--- config.mk ---
export PLATFORM = sky130hd
export DESIGN_NAME = lcd_bus_writer_flat
export DESIGN_NICKNAME = d
export VERILOG_FILES = /design/src/rtl/lcd_bus_writer_if.sv /design/src/rtl/lcd_bus_writer.sv /design/src/flat_wrapper.sv
export SDC_FILE = /design/constraint.sdc
export NUM_CORES = 1
export LEC_CHECK = 0
export ABC_CLOCK_PERIOD_IN_PS = 5800
export CAP_MARGIN = 20
export CORE_MARGIN = 4
export CORE_UTILIZATION = 36
export CTS_BUF_LIST = sky130_fd_sc_hd__clkbuf_16
export DETAILED_ROUTE_END_ITERATION = 10
export MAX_ROUTING_LAYER = met4
export PLACE_DENSITY = 0.63
export SYNTH_ARGS = -nofsm -noshare
export SYNTH_HDL_FRONTEND = slang
export SYNTH_SLANG_ARGS = --single-unit
--- constraint.sdc ---
create_clock -name iCLK -period 5.8 [get_ports iCLK]
set_input_delay 0.58 -clock iCLK [delete_from_list [all_inputs] [get_ports iCLK]]
set_output_delay 0.58 -clock iCLK [all_outputs]
set_load 0.02 [all_outputs]
--- src/rtl/lcd_bus_writer_if.sv ---
// Handshake and LCD bus bundle between the upstream sequencer (master) and lcd_bus_writer (slave).
// Signal names follow the board-level port names used by the rest of the LCD datapath.
interface lcd_bus_writer_if;
    logic [8:0] iDATA;
    logic       iVALID;
    logic       oREADY;
    logic       oBUSY;
    logic       oDONE;
    logic [7:0] LCD_DATA;
    logic       LCD_RS;
    logic       LCD_RW;
    logic       LCD_EN;

    modport master (
        output iDATA, iVALID,
        input  oREADY, oBUSY, oDONE, LCD_DATA, LCD_RS, LCD_RW, LCD_EN
    );

    modport slave (
        input  iDATA, iVALID,
        output oREADY, oBUSY, oDONE, LCD_DATA, LCD_RS, LCD_RW, LCD_EN
    );
endinterface

--- src/rtl/lcd_bus_writer.sv ---
// Writes one 9-bit word (RS + byte) to an HD44780-style LCD bus: setup, enable pulse, hold,
// then the controller's execution wait (long for clear/home), with a valid/ready handshake upstream.
module lcd_bus_writer #(
    parameter int SETUP_CYC     = 4,
    parameter int EN_CYC        = 16,
    parameter int HOLD_CYC      = 4,
    parameter int WAIT_CYC      = 2000,
    parameter int LONG_WAIT_CYC = 82000
) (
    input  logic             iCLK,
    input  logic             iRST_N,
    lcd_bus_writer_if.slave  bus
);

    localparam int MAX_A   = (SETUP_CYC > EN_CYC) ? SETUP_CYC : EN_CYC;
    localparam int MAX_B   = (HOLD_CYC > WAIT_CYC) ? HOLD_CYC : WAIT_CYC;
    localparam int MAX_C   = (MAX_A > MAX_B) ? MAX_A : MAX_B;
    localparam int MAX_CYC = (MAX_C > LONG_WAIT_CYC) ? MAX_C : LONG_WAIT_CYC;
    localparam int CNT_W   = ($clog2(MAX_CYC + 1) > 17) ? $clog2(MAX_CYC + 1) : 17;

    typedef enum logic [2:0] {
        ST_IDLE,
        ST_SETUP,
        ST_PULSE,
        ST_HOLD,
        ST_WAIT
    } state_t;

    state_t             state_q, state_d;
    logic [CNT_W-1:0]   cnt_q,   cnt_d;
    logic [8:0]         word_q,  word_d;
    logic               en_q,    en_d;
    logic               done_q,  done_d;
    logic               long_cmd;

    // Clear display (0x01) and return home (0x02/0x03) need the long execution wait.
    assign long_cmd = !word_q[8] && (word_q[7:0] inside {8'h01, 8'h02, 8'h03});

    // NOTE: every signal gets its default before the case so no path leaves one unassigned,
    // which would otherwise infer a latch.
    always_comb begin
        state_d = state_q;
        cnt_d   = cnt_q;
        word_d  = word_q;
        en_d    = en_q;
        done_d  = 1'b0;
        unique case (state_q)
            ST_IDLE: begin
                if (bus.iVALID) begin
                    word_d  = bus.iDATA;
                    cnt_d   = CNT_W'(SETUP_CYC - 1);
                    state_d = ST_SETUP;
                end
            end
            ST_SETUP: begin
                if (cnt_q == '0) begin
                    cnt_d   = CNT_W'(EN_CYC - 1);
                    en_d    = 1'b1;
                    state_d = ST_PULSE;
                end else begin
                    cnt_d = cnt_q - 1'b1;
                end
            end
            ST_PULSE: begin
                if (cnt_q == '0) begin
                    cnt_d   = CNT_W'(HOLD_CYC - 1);
                    en_d    = 1'b0;
                    state_d = ST_HOLD;
                end else begin
                    cnt_d = cnt_q - 1'b1;
                end
            end
            ST_HOLD: begin
                if (cnt_q == '0) begin
                    cnt_d   = long_cmd ? CNT_W'(LONG_WAIT_CYC - 1) : CNT_W'(WAIT_CYC - 1);
                    state_d = ST_WAIT;
                end else begin
                    cnt_d = cnt_q - 1'b1;
                end
            end
            ST_WAIT: begin
                if (cnt_q == '0) begin
                    done_d  = 1'b1;
                    state_d = ST_IDLE;
                end else begin
                    cnt_d = cnt_q - 1'b1;
                end
            end
            default: begin
                en_d    = 1'b0;
                cnt_d   = '0;
                state_d = ST_IDLE;
            end
        endcase
    end

    // NOTE: state is updated with non-blocking assignments so every flop samples the
    // pre-edge values of the others, independent of statement order.
    always_ff @(posedge iCLK or negedge iRST_N) begin
        if (!iRST_N) begin
            state_q <= ST_IDLE;
            cnt_q   <= '0;
            word_q  <= 9'h000;
            en_q    <= 1'b0;
            done_q  <= 1'b0;
        end else begin
            state_q <= state_d;
            cnt_q   <= cnt_d;
            word_q  <= word_d;
            en_q    <= en_d;
            done_q  <= done_d;
        end
    end

    // The captured word drives the bus directly, so RS/DATA are stable for the whole transfer.
    assign bus.LCD_RS   = word_q[8];
    assign bus.LCD_DATA = word_q[7:0];
    assign bus.LCD_RW   = 1'b0;
    assign bus.LCD_EN   = en_q;
    assign bus.oREADY   = (state_q == ST_IDLE);
    assign bus.oBUSY    = (state_q != ST_IDLE);
    assign bus.oDONE    = done_q;

endmodule

--- src/flat_wrapper.sv ---
// flat-port wrapper written by rule: the top's interface ports become plain ports
module lcd_bus_writer_flat 
#(
    parameter int SETUP_CYC     = 4,
    parameter int EN_CYC        = 16,
    parameter int HOLD_CYC      = 4,
    parameter int WAIT_CYC      = 2000,
    parameter int LONG_WAIT_CYC = 82000
)
  (iCLK, iRST_N, bus_iDATA, bus_iVALID, bus_oREADY, bus_oBUSY, bus_oDONE, bus_LCD_DATA, bus_LCD_RS, bus_LCD_RW, bus_LCD_EN);
  lcd_bus_writer_if bus_i ();
  input  logic iCLK;
  input  logic iRST_N;
  input wire logic [$bits(bus_i.iDATA)-1:0] bus_iDATA;
  input wire logic [$bits(bus_i.iVALID)-1:0] bus_iVALID;
  output wire logic [$bits(bus_i.oREADY)-1:0] bus_oREADY;
  output wire logic [$bits(bus_i.oBUSY)-1:0] bus_oBUSY;
  output wire logic [$bits(bus_i.oDONE)-1:0] bus_oDONE;
  output wire logic [$bits(bus_i.LCD_DATA)-1:0] bus_LCD_DATA;
  output wire logic [$bits(bus_i.LCD_RS)-1:0] bus_LCD_RS;
  output wire logic [$bits(bus_i.LCD_RW)-1:0] bus_LCD_RW;
  output wire logic [$bits(bus_i.LCD_EN)-1:0] bus_LCD_EN;
  assign bus_i.iDATA = bus_iDATA;
  assign bus_i.iVALID = bus_iVALID;
  assign bus_oREADY = bus_i.oREADY;
  assign bus_oBUSY = bus_i.oBUSY;
  assign bus_oDONE = bus_i.oDONE;
  assign bus_LCD_DATA = bus_i.LCD_DATA;
  assign bus_LCD_RS = bus_i.LCD_RS;
  assign bus_LCD_RW = bus_i.LCD_RW;
  assign bus_LCD_EN = bus_i.LCD_EN;
  lcd_bus_writer #(.SETUP_CYC(SETUP_CYC), .EN_CYC(EN_CYC), .HOLD_CYC(HOLD_CYC), .WAIT_CYC(WAIT_CYC), .LONG_WAIT_CYC(LONG_WAIT_CYC)) u_core (.iCLK(iCLK), .iRST_N(iRST_N), .bus(bus_i));
endmodule
==> flow_summary.html <==
<table>
<tr><th>Metric</th><th>Value</th></tr>
<tr><th colspan="2">Floorplanning</th></tr>
<tr><td>DIE AREA</td><td>around 6300 sq um</td></tr>
<tr><td>Horizontal extent of the die</td><td>79.1 um</td></tr>
<tr><td>Vert. Die Dim</td><td>79.1 um</td></tr>
<tr><td>Std-Cell Core Area</td><td>4820 sq um</td></tr>
<tr><td>Number of core rows</td><td>25</td></tr>
<tr><td>Initial core utilization</td><td>37.7%</td></tr>
<tr><td>I/O pin cnt</td><td>26</td></tr>
<tr><th colspan="2">Route</th></tr>
<tr><td>Antenna-violating nets left</td><td>0</td></tr>
<tr><td>Via count of the routed design</td><td>1,632</td></tr>
<tr><td>Routed length on met1</td><td>2140 um</td></tr>
<tr><td>Final routed wire length divided by cell count</td><td>16.5 um</td></tr>
<tr><td>Number of vias per cell after detailed routing</td><td>5.85</td></tr>
<tr><td>Final wirelength</td><td>4590 um</td></tr>
<tr><td>Sum of met2 wire segment lengths after detailed routing</td><td>2090 um</td></tr>
<tr><td>Number of violations reported at the end of detailed-routing iteration 0</td><td>121</td></tr>
<tr><td>Pre-antenna DRT Iters</td><td>4</td></tr>
<tr><td>Total length of routed met3 wires</td><td>213 um</td></tr>
<tr><td>Final routed DRC violation total</td><td>0</td></tr>
<tr><td>Highest routed metal layer</td><td>met4</td></tr>
<tr><th colspan="2">Logic synthesis</th></tr>
<tr><td>Post-Synth Simple-Gate Area</td><td>26.7%</td></tr>
<tr><td>Top FF cell, synth</td><td>sky130_fd_sc_hd__dfrtp_1</td></tr>
<tr><td>Synthesized area per cell</td><td>9.62 sq um</td></tr>
<tr><td>Area of the mapped netlist</td><td>about 1800 sq um</td></tr>
<tr><td>Proportion of synthesized chip area in sequential cells</td><td>42.7%</td></tr>
<tr><td>Asr flop ratio synth</td><td>between 90% and 100%</td></tr>
<tr><td>Synthesis Warnings</td><td>0</td></tr>
<tr><td>Number of cells produced by synthesis</td><td>189</td></tr>
<tr><td>Number of enable flip-flop cells after synthesis</td><td>0</td></tr>
<tr><td>Largest family of logic cells by synthesized area</td><td>simple AND/OR/NAND/NOR gates</td></tr>
<tr><td>Post-Synth XOR/XNOR Area</td><td>2.41%</td></tr>
<tr><td>Share of the synthesized area in compound gates (AO/OA/AOI/OAI)</td><td>17.9%</td></tr>
<tr><td>Share of synthesized area spent on multiplexers</td><td>5.57%</td></tr>
<tr><td>Net count after synthesis</td><td>202</td></tr>
<tr><td>FF+latch count, synth</td><td>31</td></tr>
<tr><td>Post-synthesis share of cell area spent on full adders, half adders and majority gates</td><td>0.688%</td></tr>
<tr><td>Cell variety after synth</td><td>55</td></tr>
<tr><th colspan="2">Setup path</th></tr>
<tr><td>Critical register-to-register path endpoint</td><td>u_core.cnt_q[4]</td></tr>
<tr><td>Category of the worst setup path capture point</td><td>primary output</td></tr>
<tr><td>Internal reg-to-reg setup slack</td><td>roughly 3.2 ns</td></tr>
<tr><td>Path type of the worst setup path</td><td>reg -&gt; out</td></tr>
<tr><td>Critical path's slowest cell</td><td>sky130_fd_sc_hd__clkdlybuf4s50_1</td></tr>
<tr><td>Largest stage delay, worst path</td><td>0.60 ns</td></tr>
<tr><td>WP data required</td><td>5.22 ns</td></tr>
<tr><td>Critical-path cell list</td><td>or3_1, inv_1, clkdlybuf4s50_1</td></tr>
<tr><td>Crit-path leading delay family</td><td>buffers and inverters</td></tr>
<tr><td>Crit start category</td><td>flip-flop</td></tr>
<tr><td>Worst reg2reg path depth</td><td>7</td></tr>
<tr><td>Data arrival time of the critical path</td><td>2.16 ns</td></tr>
<tr><td>R2R Path Start</td><td>u_core.cnt_q[0]</td></tr>
<tr><td>Buffers plus inverters on the worst setup path</td><td>2</td></tr>
<tr><td>Max FO, Critical Path</td><td>20</td></tr>
<tr><th colspan="2">Timing</th></tr>
<tr><td>Max-slew headroom</td><td>55.6%</td></tr>
<tr><td>Min Tclk post-route</td><td>2.74 ns</td></tr>
<tr><td>Final-layout worst hold slack</td><td>0.524 ns</td></tr>
<tr><td>Endpoints failing setup</td><td>0</td></tr>
<tr><td>Final critical-path share of the clock period</td><td>a little under half</td></tr>
<tr><td>Final Max Tran Viols</td><td>0</td></tr>
<tr><td>Unrepaired setup endpoints after global routing</td><td>false</td></tr>
<tr><td>Maximum clock frequency</td><td>around 360 MHz</td></tr>
<tr><td>Number of failing hold endpoints at the final stage</td><td>0</td></tr>
<tr><td>Fin Clk Skew</td><td>around 0.0044 ns</td></tr>
<tr><td>Aggregate negative setup slack</td><td>0 ns</td></tr>
<tr><td>Pin slew with the least headroom to its limit</td><td>0.660 ns</td></tr>
<tr><th colspan="2">Placement</th></tr>
<tr><td>Buffers added on ports</td><td>24</td></tr>
<tr><td>HPWL Detailed</td><td>3090 um</td></tr>
<tr><td>GPL Wtd Cong</td><td>a little over 0.9</td></tr>
<tr><th colspan="2">GRT</th></tr>
<tr><td>GRT overflow</td><td>0</td></tr>
<tr><td>Via count of the first global-routing pass</td><td>1,503</td></tr>
<tr><td>Largest net degree at the start of global routing</td><td>32</td></tr>
<tr><td>First-pass GRT wire length</td><td>7540 um</td></tr>
<tr><td>Initial antenna violation count</td><td>0</td></tr>
<tr><td>GRT Overall Usage</td><td>15.8%</td></tr>
<tr><th colspan="2">Clock tree</th></tr>
<tr><td>Count of cells resized by post-cts repair</td><td>0</td></tr>
<tr><td>Worst-Skew Late Latency</td><td>0.28 ns</td></tr>
<tr><td>TritonCTS clock tree</td><td>yes</td></tr>
<tr><td>Clock-pin transition on the worst setup and hold timing paths</td><td>0.05 ns</td></tr>
<tr><td>Cts-stage hold buffer count</td><td>0</td></tr>
<tr><td>Htree depth</td><td>2</td></tr>
<tr><td>Library cell used as clock root buffer</td><td>sky130_fd_sc_hd__clkbuf_16</td></tr>
<tr><td>Number of sinks on the clock net</td><td>31</td></tr>
<tr><td>Maximum count of clock buffers along a single path</td><td>2</td></tr>
<tr><td>Number of buffers added by the clock tree synthesis step</td><td>5</td></tr>
<tr><td>Setup Buffers After CTS</td><td>0</td></tr>
<tr><th colspan="2">Power</th></tr>
<tr><td>Clock Power Share</td><td>55.9%</td></tr>
<tr><td>Switching share of power</td><td>18.8%</td></tr>
<tr><td>Peak supply drop</td><td>roughly 110 uV</td></tr>
<tr><td>Power dissipated by switching net loads</td><td>0.0000983 W</td></tr>
<tr><td>Power density of the placed cells</td><td>230 nW/um^2</td></tr>
<tr><td>Power share of the combinational group</td><td>2.6%</td></tr>
<tr><td>Leakage power figure</td><td>0.914 nW</td></tr>
<tr><td>Sequential group share of total power</td><td>41.5%</td></tr>
<tr><td>Total internal power</td><td>roughly 0.00042 W</td></tr>
<tr><th colspan="2">Flow run</th></tr>
<tr><td>Max-cap violation count</td><td>0</td></tr>
<tr><th colspan="2">Worst hold path</th></tr>
<tr><td>Hold path start</td><td>u_core.bus.LCD_EN</td></tr>
<tr><td>Hold path depth</td><td>2</td></tr>
<tr><td>Worst Hold Path EP</td><td>u_core.bus.LCD_EN</td></tr>
<tr><td>Classification of the worst-slack hold path</td><td>reg -&gt; reg</td></tr>
<tr><th colspan="2">Cells and area</th></tr>
<tr><td>Core Util, Final</td><td>47.0%</td></tr>
<tr><td>Synthesis-to-finish area growth</td><td>24.6%</td></tr>
<tr><td>Post-layout nets</td><td>224</td></tr>
<tr><td>Count of antenna diodes in the layout</td><td>0</td></tr>
<tr><td>Share of final-layout standard cells stronger than drive strength 1</td><td>14.2%</td></tr>
<tr><th colspan="2">Status</th></tr>
<tr><td>Result of the run</td><td>finished clean</td></tr>
</table>
-- area by class of cell --
class                           count  area [sq um]
Inverter                            4          15.0
Fill cell                         466          2550
Clock buffer                        5           125
Tap cell                           67          83.8
Multi-Input combinational cell    143           972
Timing Repair Buffer               26           255
Clock inverter                      3          38.8
Sequential cell                    31           776
-- flip-flops by register name, summed over array words and instances, names as in the netlist --
| register | cells |
|---|---|
| u_core.cnt_q | 17 |
| u_core.bus.oDONE | 1 |
| u_core.bus.LCD_EN | 1 |
| u_core.state_q | 3 |
| u_core.word_q | 9 |
-- metal layers --
| metal | GRT usage [%] | vias up |
|---|---|---|
| met2 | 22.7 | 55 |
| met4 | 8.08 | 0 |
| met1 | 21.2 | 801 |
| li1 | - | 761 |
| met5 | - | - |
| met3 | 2.95 | 15 |
-- stage by stage --
step / power [W] / setup slack [ns] / cells / instance area (sq um)
finish: 0.000522 / 3.06 / 279 / 2270
CTS: 0.000525 / 3.05 / 279 / 2270
floorplan: 0.000222 / 3.52 / 189 / 1820
global placement: 0.000234 / 3.34 / 271 / 2100
detailed placement: 0.000234 / 3.25 / 271 / 2100
global route: 0.000536 / 2.96 / 279 / 2270
-- power by group through the flow --
stage               registers, W  clock network (W)   logic (W)
global route            0.000216           0.000305   0.0000150
detailed placement      0.000220                  0   0.0000138
floorplan               0.000220                  0  0.00000153
CTS                     0.000216           0.000295   0.0000139
finish                  0.000217           0.000292   0.0000134
global placement        0.000220                  0   0.0000139
-- Yosys cell counts, types with 4 or more instances --
library cell / number / area, sq um
sky130_fd_sc_hd__a21oi_1: 6 / 30.0
sky130_fd_sc_hd__clkbuf_1: 7 / 26.3
sky130_fd_sc_hd__dfrtp_1: 31 / 776
sky130_fd_sc_hd__inv_1: 4 / 15.0
sky130_fd_sc_hd__mux2_2: 9 / 101
sky130_fd_sc_hd__nand2_1: 14 / 52.6
sky130_fd_sc_hd__nand2b_1: 4 / 25.0
sky130_fd_sc_hd__nand3_1: 7 / 35.0
sky130_fd_sc_hd__nand4_1: 5 / 31.3
sky130_fd_sc_hd__nor2_1: 12 / 45.0
sky130_fd_sc_hd__nor3_1: 5 / 25.0
sky130_fd_sc_hd__nor4_1: 7 / 43.8
sky130_fd_sc_hd__o211ai_1: 4 / 30.0
sky130_fd_sc_hd__o21ai_0: 6 / 30.0
sky130_fd_sc_hd__o21ai_1: 6 / 30.0
sky130_fd_sc_hd__or3_1: 8 / 50.1
-- logic make-up after synthesis --
family	count (synthesis)
AO/OA/AOI/OAI	46
buffers and inverters	15
other	1
XOR/XNOR	5
flip-flops	31
AND/OR/NAND/NOR	81
adder cells (fa/ha/maj)	1
multiplexers	9
-- placed cells by master (no fill, tap or decap), types with 6 or more instances in the layout --
| master | synthesis | final |
|---|---|---|
| sky130_fd_sc_hd__dfrtp_1 | 31 | 31 |
| sky130_fd_sc_hd__clkdlybuf4s50_1 | 0 | 24 |
| sky130_fd_sc_hd__nand2_1 | 14 | 14 |
| sky130_fd_sc_hd__nor2_1 | 12 | 12 |
| sky130_fd_sc_hd__mux2_2 | 9 | 9 |
| sky130_fd_sc_hd__or3_1 | 8 | 8 |
| sky130_fd_sc_hd__nor4_1 | 7 | 7 |
| sky130_fd_sc_hd__nand3_1 | 7 | 7 |
| sky130_fd_sc_hd__o21ai_0 | 6 | 6 |
| sky130_fd_sc_hd__a21oi_1 | 6 | 6 |
| sky130_fd_sc_hd__o21ai_1 | 6 | 6 |
-- how the worst max path moves through the flow --
stage | startpoint | endpoint | slack (ns) | cells after the start
2_1_floorplan | u_core.cnt_q[0] | u_core.cnt_q[0] | 3.52 | 8
3_3_place_gp | u_core.cnt_q[6] | u_core.cnt_q[13] | 3.34 | 5
3_5_place_dp | u_core.cnt_q[0] | u_core.cnt_q[5] | 3.25 | 7
4_1_cts | u_core.state_q[2] | bus_oREADY | 3.05 | 3
5_1_grt | u_core.state_q[2] | bus_oREADY | 2.96 | 3
6_report | u_core.state_q[2] | bus_oREADY | 3.06 | 3
-- worst reg2reg max path: cells and delay by family, from the launching register on --
family,cells,cell delay [ns]
AOI/OAI and AO/OA,1,0.42
DFF,1,0.40
buffers and inverters,1,0.07
and+or+nand+nor,4,1.40
adders and majority gates,1,0.19
Power figures use the tool's default switching activity.
